### src/rtl/operand_serializer.sv
// Parallel-to-serial operand feeder for a bit-serial downstream stage.
// Presents a/b LSB first and collects the returned sum bits into result.
module operand_serializer #(
    parameter int WIDTH = 8
) (
    input  logic             clk,
    input  logic             rst_n,
    input  logic             start,
    input  logic [WIDTH-1:0] a,
    input  logic [WIDTH-1:0] b,
    output logic             x,
    output logic             y,
    output logic             bit_valid,
    input  logic             sum_in,
    output logic [WIDTH-1:0] result,
    output logic             busy,
    output logic             done
);

    localparam int CW = (WIDTH > 1) ? $clog2(WIDTH) : 1;
    localparam logic [CW-1:0] LAST = CW'(WIDTH - 1);

    typedef enum logic [1:0] {
        IDLE  = 2'd0,
        SHIFT = 2'd1,
        DONE  = 2'd2
    } state_t;

    state_t           state;
    state_t           next_state;
    logic [WIDTH-1:0] shift_a;
    logic [WIDTH-1:0] shift_b;
    logic [WIDTH-1:0] result_q;
    logic [CW-1:0]    cnt;

    always_ff @(posedge clk or negedge rst_n) begin
        if (!rst_n) begin
            state <= IDLE;
        end else begin
            state <= next_state;
        end
    end

    always_comb begin
        next_state = state;
        case (state)
            IDLE:    if (start) next_state = SHIFT;
            SHIFT:   if (cnt == LAST) next_state = DONE;
            DONE:    next_state = IDLE;
            default: next_state = IDLE;
        endcase
    end

    // Counter holds at WIDTH-1 on the final bit so it never wraps.
    always_ff @(posedge clk or negedge rst_n) begin
        if (!rst_n) begin
            shift_a  <= '0;
            shift_b  <= '0;
            result_q <= '0;
            cnt      <= '0;
        end else if (state == IDLE && start) begin
            shift_a  <= a;
            shift_b  <= b;
            result_q <= '0;
            cnt      <= '0;
        end else if (state == SHIFT) begin
            shift_a  <= {1'b0, shift_a[WIDTH-1:1]};
            shift_b  <= {1'b0, shift_b[WIDTH-1:1]};
            result_q <= {sum_in, result_q[WIDTH-1:1]};
            if (cnt != LAST) begin
                cnt <= cnt + 1'b1;
            end
        end
    end

    always_comb begin
        x         = 1'b0;
        y         = 1'b0;
        bit_valid = 1'b0;
        busy      = 1'b0;
        done      = 1'b0;
        case (state)
            SHIFT: begin
                x         = shift_a[0];
                y         = shift_b[0];
                bit_valid = 1'b1;
                busy      = 1'b1;
            end
            DONE: begin
                busy = 1'b1;
                done = 1'b1;
            end
            default: ;
        endcase
    end

    assign result = result_q;

endmodule

### config.mk
export PLATFORM = sky130hd
export DESIGN_NAME = operand_serializer
export DESIGN_NICKNAME = d
export VERILOG_FILES = /design/src/rtl/operand_serializer.sv
export SDC_FILE = /design/constraint.sdc
export NUM_CORES = 1
export LEC_CHECK = 0
export ABC_AREA = 1
export CAP_MARGIN = 20
export CORE_MARGIN = 2
export CORE_UTILIZATION = 45
export CTS_CLUSTER_DIAMETER = 60
export DETAILED_ROUTE_END_ITERATION = 10
export PLACE_DENSITY = 0.83
export SYNTH_ARGS = -nofsm -noshare
export SYNTH_HDL_FRONTEND = slang
export SYNTH_SLANG_ARGS = --single-unit
### constraint.sdc
create_clock -name clk -period 1.1 [get_ports clk]
set_input_delay 0.22 -clock clk [delete_from_list [all_inputs] [get_ports clk]]
set_output_delay 0.22 -clock clk [all_outputs]
set_load 0.005 [all_outputs]
=== Word-level counts from Yosys, hierarchy flattened ===
Index checks and enable logic that the tools add are counted.

* Memory bits (writable): 0
* Memories kept: 0
* Bits in read-only memories: 0
* Flip-flop bits (word level): 29
* Bits in latches: 0
* Output and inout port bits: 13

* $add $sub $neg: 1
* Bitwise gates (word level): 0
* Multiply operators: 0
* Equality and inequality tests: 6
* Magnitude comparators: 0
* Multiplexer cells: 17
* Divide/modulo/power cells: 0
* Reductions and logical operators: 7
* Shifts and indexed selects: 0

{| class="wikitable"
|+ Operator list
! cell !! count
|-
| 2-to-1 mux 8 bit || 6
|-
| 2-to-1 mux 3 bit || 3
|-
| 2-to-1 mux 1 bit || 5
|-
| 2-to-1 mux 2 bit || 2
|-
| != test 2 bit (second input constant) || 2
|-
| case mux 2 bit (2 select lines) || 1
|-
| AND reduction 2 bit || 2
|-
| nonzero test 2 bit || 2
|-
| adder 3 x 1 -> 3 bit (second input constant) || 1
|-
| equality test 3 bit (second input constant) || 1
|-
| != test 3 bit (second input constant) || 1
|-
| equality test 2 x 1 -> 1 bit (second input constant) || 1
|-
| equality test 2 bit (second input constant) || 1
|-
| zero test 2 bit || 1
|-
| OR reduction 2 bit || 1
|-
| logical AND 1 bit || 1
|}

=== Logic depth before layout (Yosys ltp) ===
Gate-level depths: netlist of run 1.

* Depth after elaboration: 4
* Mapped depth: 8
* Mapped depth without buffers: 7

=== Least setup slack after synthesis of run 1 ===
No wires, ideal clock.

* Path kind: reg-to-output
* Start: register state[1]
* End: output port x
* Setup slack: -169 ps
* Cell stages (with the launch flop): 7
* Required time: 880 ps
* Arrival time: 1049 ps
* Cells stage by stage: dfrtp_1 inv_1 ha_1 buf_4 buf_4 nand2_1 inv_1

* Word-level cells in the longest chain between the ends: 2

{| class="wikitable"
|+ Ends and longest elaborated chain
! element !! line !! text
|-
| start: declaration || 29 || <nowiki>state_t state;</nowiki>
|-
| start signal: assignment || 40 || <nowiki>state <= next_state;</nowiki>
|-
| equality test 2 x 1 -> 1 bit || 82 || <nowiki>case (state)</nowiki>
|-
| 2-to-1 mux 1 bit || 82 ||
|-
| end: declaration || 11 || <nowiki>output logic x,</nowiki>
|}

No other way between the ends.

=== Final worst setup path of run 1 ===
* Start: register state[0]
* End: output port x

The elaborated chain is that of the path after synthesis.

==> results.sh, run 1 <==
export IMPL_grt_pass1_vias=1660
export IMPL_grt_start_max_net_pins=30
export IMPL_viasPerCell=5.35
export IMPL_multi_input_area_um2=966
export IMPL_finalHoldViolations=0
export IMPL_drive_gt1_frac=0.540
export IMPL_die_h_um=62.3
export IMPL_arrival_ps=1310
export IMPL_clkLatencyLatePin_ps=350
export IMPL_place_hpwl_um=2180
export IMPL_critPathSlowestCell="dfrtp_1"
export IMPL_dr_pass1_iters=4
export IMPL_synth_ff_type="dfrtp_1"
export IMPL_p_sw_frac=0.433
export IMPL_synth_common_cells="nand2_1, nand3_1, dfrtp_1"
export IMPL_rows=21
export IMPL_cts_tree="yes"
export IMPL_finalSetupViolations=37
export IMPL_rsz0062_at_grt="yes"
export IMPL_finish_utilization=0.800
export IMPL_crit_family="flip-flops"
export IMPL_p_total_w=0.00738
export IMPL_drv_cap=0
export IMPL_remaining_drc_errors=0
export IMPL_synth_edf_count=0
export IMPL_slew_headroom=0.848
export IMPL_die_w_um=62.3
export IMPL_failed_checks="setup timing"
export IMPL_endpoint_kind="output port"
export IMPL_clkTransAtPathRegs_ps=100
export IMPL_yosys_register_bits=29
export IMPL_drt_iter0_drc=90
export IMPL_clkPwrFrac=0.094
export IMPL_portBuffers=32
export IMPL_cellLeakagePower_nw=1.34
export IMPL_num_vias=1643
export IMPL_clock_root_buffer="clkbuf_4"
export IMPL_wirelength_um=5270
export IMPL_switchingPower_w=0.00319
export IMPL_fin_nets=287
export IMPL_synth_area_per_cell_um2=7.83
export IMPL_wl_per_cell_um=17.2
export IMPL_status="finished with violations"
export IMPL_drv_slew=0
export IMPL_overflow=0
export IMPL_grt_pass1_wl_um=8320
export IMPL_worst_slew_pin_slew_ps=227
export IMPL_synth_area_top_cells="dfrtp_1, nand2_1, nand3_1"
export IMPL_hp_class="input pin to asynchronous set/reset pin"
export IMPL_placeableCoreArea_mm2=0.00331
export IMPL_place_congestion=0.761
export IMPL_antenna_cells=0
export IMPL_period_share=1.39
export IMPL_crit_path_frequent_cell="buf_6"
export IMPL_seqCellArea_um2=726
export IMPL_synth_cell_types=16
export IMPL_area_delta_synth_final_pct=73.5
export IMPL_layout_min_cycle_time_ps=1530
export IMPL_max_stage_delay_ps=450
export IMPL_cp_cell_sequence="ha_4, buf_6, nand2_2, inv_2, buf_6"
export IMPL_clock_path_buffers=2
export IMPL_p_seq_frac=0.273
export IMPL_initial_core_util=0.461
export IMPL_crit_required_ps=880
export IMPL_dieArea_mm2=0.00388
export IMPL_powerDensity_mw_per_mm2=2780
export IMPL_vdd_drop_max_mv=1.47
export IMPL_fillCellCount=199
export IMPL_fmax_mhz=654
export IMPL_clock_skew_ps=18.5
export IMPL_setup_ws_ps=-430
export IMPL_combPwrFrac=0.633
export IMPL_yosys_area_top_type_share=0.475
export IMPL_yosysSeqAreaShare=0.475
export IMPL_yosysWarnings=0
export IMPL_clock_sinks=29
export IMPL_worst_path_buf_inv=3
export IMPL_antenna_found_initial=0
export IMPL_synthCells=195
export IMPL_startpoint_type="register"
export IMPL_ioPinCount=33
export IMPL_synth_area_mm2=0.00153
export IMPL_p_int_w=0.00419
export IMPL_post_synth_top_area_cell="dfrtp_1"
export IMPL_synth_most_common_cell="nand2_1"
export IMPL_crit_fanout=3
export IMPL_crit_type="register to output port"
export IMPL_ant_nets=0
export IMPL_htreeDepth=2
export IMPL_setup_tns_ps=-10780
export IMPL_syn_nets=221
export IMPL_async_flop_share=1.00
export IMPL_grt_usage=0.282
export IMPL_cts_buffers=5
-- what timing repair did --
item / 4_1_cts / 5_1_grt
hold buffers: 0 / 0
pin swaps: 50 / 6
setup endpoints to repair: 42 / 41
setup buffers: 13 / 4
gates cloned: 6 / 0
resized for setup: 119 / 42
hold endpoints to repair: 0 / 0
-- power by group through the flow --
stage	Combinational, W	Sequential [W]	Clock (W)
floorplan	0.00179	0.00183	0
global placement	0.00273	0.00185	0
finish	0.00468	0.00201	0.000690
CTS	0.00406	0.00191	0.000676
global route	0.00501	0.00205	0.000746
detailed placement	0.00283	0.00186	0
-- flip-flops by register name, summed over array words and instances, names as in the netlist --
register	cells
cnt	3
result	8
shift_a	8
shift_b	8
state	2
-- cells by family after synthesis --
group,share of synthesized area
simple gates,0.337
buf+inv,0.112
flops,0.475
compound gates,0.0262
fa+ha+maj,0.0491
-- placed cells by master, fill, tap and decap left out, types with 5 or more instances in the layout --
cell type and instances:
nand2_1 41, buf_12 7, nor2_1 11, clkdlybuf4s50_1 19, clkbuf_4 5, buf_6 10
nand2_2 30, nand3_2 25, buf_4 17, inv_1 14, buf_2 11, dfrtp_1 29
o21ai_2 7
-- layout make-up --
cell class	instances	share of cell area
inverter	20	0.0359
clock buffer	7	0.0208
tap	46	0.0217
timing repair buffer	69	0.283
multi-input combinational	136	0.364
sequential	29	0.274
-- final timing paths --
kind	from	endpoint	slack, ps	cells after the start
setup / recovery	state[0]	x	-430	5
hold / removal	rst_n	state[1]	230	2
setup reg to reg	state[0]	shift_a[4]	-380	9
hold reg to reg	result[0]	result[0]	540	2
max in group asynchronous	rst_n	shift_b[7]	690	2
min in group clk	a[7]	shift_a[7]	430	3
-- through the flow --
| step | worst slack, ps | area, um^2 | hold slack (ps) | instances |
|---|---|---|---|---|
| 2_1_floorplan | -82.4 | 1590 | -75.6 | 195 |
| 3_3_place_gp | -333 | 2030 | 480 | 280 |
| 3_5_place_dp | -355 | 2030 | 490 | 280 |
| 4_1_cts | -396 | 2520 | 238 | 306 |
| 5_1_grt | -471 | 2650 | 236 | 307 |
| 6_report | -430 | 2650 | 227 | 307 |
-- per-layer routing --
metal / track usage / wire length [um] / share of wire
met5: 0 / 0 / 0
met4: 0.186 / 152 / 0.029
met3: 0.0652 / 378 / 0.072
met2: 0.450 / 2650 / 0.50
met1: 0.344 / 2090 / 0.40
-- worst reg2reg max path, stage by stage, from the launching register on --
cell,delay (ps)
dfrtp_1,440
inv_2,60
buf_6,120
ha_4,170
nand2_8,130
buf_12,130
buf_16,110
nand2_2,50
nand2_1,70
nand2_1,70
(Power assumes the default switching activity.)
==> run 2, diff against run 1 <==
--- a/config.mk
+++ b/config.mk
@@ -11,6 +11,7 @@
 export CORE_UTILIZATION = 45
 export CTS_CLUSTER_DIAMETER = 60
 export DETAILED_ROUTE_END_ITERATION = 10
+export MAX_ROUTING_LAYER = met4
 export PLACE_DENSITY = 0.83
 export SYNTH_ARGS = -nofsm -noshare
 export SYNTH_HDL_FRONTEND = slang
==> run 2 against run 1 <==
Effect of this change:
- the flow still finishes with violations (setup timing)
- sequential share of layout area shrank 0.052 points
- non-clock buffer count is the same
- cell count is the same
- flip-flop and latch count is the same
- first-iteration DRC count grew 37%
- combinational power is essentially flat
- clock skew shrank 1.7 ps
- critical path depth is the same
- maximum frequency shrank 0.35%
- setup slack lost 5.3 ps
- largest cell class unchanged
==> results.sh, run 2 (same netlist as run 1, synthesis figures left out) <==
export IMPL_vdd_drop_max_mv=1.49
export IMPL_area_delta_synth_final_pct=73.8
export IMPL_num_vias=1664
export IMPL_place_hpwl_um=2180
export IMPL_layout_min_cycle_time_ps=1540
export IMPL_crit_family="flip-flops"
export IMPL_hp_class="input pin to asynchronous set/reset pin"
export IMPL_crit_fanout=3
export IMPL_p_sw_frac=0.434
export IMPL_portBuffers=32
export IMPL_crit_path_frequent_cell="buf_6"
export IMPL_crit_required_ps=880
export IMPL_overflow=0
export IMPL_clock_skew_ps=16.8
export IMPL_grt_usage=0.291
export IMPL_fin_nets=287
export IMPL_p_int_w=0.00419
export IMPL_cellLeakagePower_nw=1.34
export IMPL_placeableCoreArea_mm2=0.00331
export IMPL_grt_start_max_net_pins=30
export IMPL_status="finished with violations"
export IMPL_failed_checks="setup timing"
export IMPL_antenna_cells=0
export IMPL_cts_buffers=5
export IMPL_crit_type="register to output port"
export IMPL_clock_root_buffer="clkbuf_4"
export IMPL_worst_slew_pin_slew_ps=227
export IMPL_worst_path_buf_inv=3
export IMPL_cp_cell_sequence="ha_4, buf_6, nand2_2, inv_2, buf_6"
export IMPL_dr_pass1_iters=4
export IMPL_ant_nets=0
export IMPL_clock_sinks=29
export IMPL_clkLatencyLatePin_ps=350
export IMPL_die_w_um=62.3
export IMPL_switchingPower_w=0.00321
export IMPL_place_congestion=0.771
export IMPL_endpoint_kind="output port"
export IMPL_clkPwrFrac=0.094
export IMPL_combPwrFrac=0.635
export IMPL_drv_slew=0
export IMPL_fmax_mhz=651
export IMPL_slew_headroom=0.848
export IMPL_antenna_found_initial=0
export IMPL_viasPerCell=5.42
export IMPL_hold_slack_ps=218
export IMPL_wl_per_cell_um=17.3
export IMPL_drv_cap=0
export IMPL_grt_pass1_wl_um=8330
export IMPL_period_share=1.40
export IMPL_cts_tree="yes"
export IMPL_clock_path_buffers=2
export IMPL_rows=21
export IMPL_die_h_um=62.3
export IMPL_powerDensity_mw_per_mm2=2790
export IMPL_final_common_cell="nand2_1"
export IMPL_finalHoldViolations=0
export IMPL_drive_gt1_frac=0.540
export IMPL_htreeDepth=2
export IMPL_dp_cells=280
export IMPL_finalSetupViolations=37
export IMPL_wirelength_um=5320
export IMPL_drt_iter0_drc=123
export IMPL_remaining_drc_errors=0
export IMPL_p_seq_frac=0.271
export IMPL_startpoint_type="register"
export IMPL_grt_pass1_vias=1647
export IMPL_initial_core_util=0.461
export IMPL_max_stage_delay_ps=450
export IMPL_ioPinCount=33
export IMPL_clkTransAtPathRegs_ps=100
export IMPL_hold_buffers=0
export IMPL_dieArea_mm2=0.00388
export IMPL_critPathSlowestCell="dfrtp_1"
export IMPL_mostFrequentLayoutCells="nand2_1, nand2_2, dfrtp_1"
export IMPL_setup_ws_ps=-435
export IMPL_rsz0062_at_grt="yes"
export IMPL_arrival_ps=1320
export IMPL_final_cells=307
## run 2: power by group through the flow
stage	combinational [W]	clock (W)	sequential (W)
3_5_place_dp	0.00283	0	0.00186
6_report	0.00470	0.000697	0.00201
3_3_place_gp	0.00273	0	0.00185
2_1_floorplan	0.00179	0	0.00183
4_1_cts	0.00406	0.000676	0.00191
5_1_grt	0.00504	0.000751	0.00204
## run 2: layout make-up
class,count,area (um^2)
multi-input cells,136,971
repair buffers,69,751
flip-flops and latches,29,726
fillers,197,656
inverters,20,95.1
well taps,46,57.6
clock buffers,7,55.1
## run 2: timing repair
item | in CTS | in global routing
setup buffers | 13 | 4
cloned | 6 | 0
endpoints found under the hold margin | 0 | 0
endpoints found under the setup margin | 42 | 41
pin swaps | 50 | 6
gates resized for setup | 119 | 43
## run 2: worst register-to-register path, stage by stage (launching register included)
cell and delay (ps):
dfrtp_1 440, inv_2 70, buf_6 120, ha_4 170, nand2_8 130, buf_12 130, buf_16 110, nand2_2 50
nand2_1 60, nand2_1 70
## run 2: final timing paths
path	from	end	slack, ps	depth (start not counted)
min in group clk	b[7]	shift_b[7]	430	3
setup / recovery	state[0]	x	-440	5
setup reg to reg	state[0]	shift_b[6]	-380	9
hold / removal	rst_n	shift_a[6]	220	2
hold reg to reg	result[0]	result[0]	540	2
max in group asynchronous	rst_n	shift_a[1]	700	2
## run 2: through the flow
step	setup slack, ps	total power [W]	TNS, ps	util	area, um^2
2_1_floorplan	-82.4	0.00363	-1660	-	1590
3_3_place_gp	-333	0.00458	-7830	0.614	2030
3_5_place_dp	-355	0.00469	-8300	0.614	2030
4_1_cts	-396	0.00665	-9260	0.762	2520
5_1_grt	-477	0.00784	-12450	0.802	2660
6_report	-435	0.00741	-10790	0.802	2660
## run 2: metal layers
metal / wire, um / part of all wire / track usage
met5: 0 / 0 / -
met4: 238 / 0.045 / 0.153
met3: 348 / 0.065 / 0.0851
met2: 2690 / 0.51 / 0.447
met1: 2040 / 0.38 / 0.348
==> run 3, diff against run 2 <==
--- a/config.mk
+++ b/config.mk
@@ -6,7 +6,7 @@
 export NUM_CORES = 1
 export LEC_CHECK = 0
 export ABC_AREA = 1
-export CAP_MARGIN = 20
+export CAP_MARGIN = 10
 export CORE_MARGIN = 2
 export CORE_UTILIZATION = 45
 export CTS_CLUSTER_DIAMETER = 60
==> results of run 3 <==
No change in the layout: final DEF, timing and power equal those of run 2.
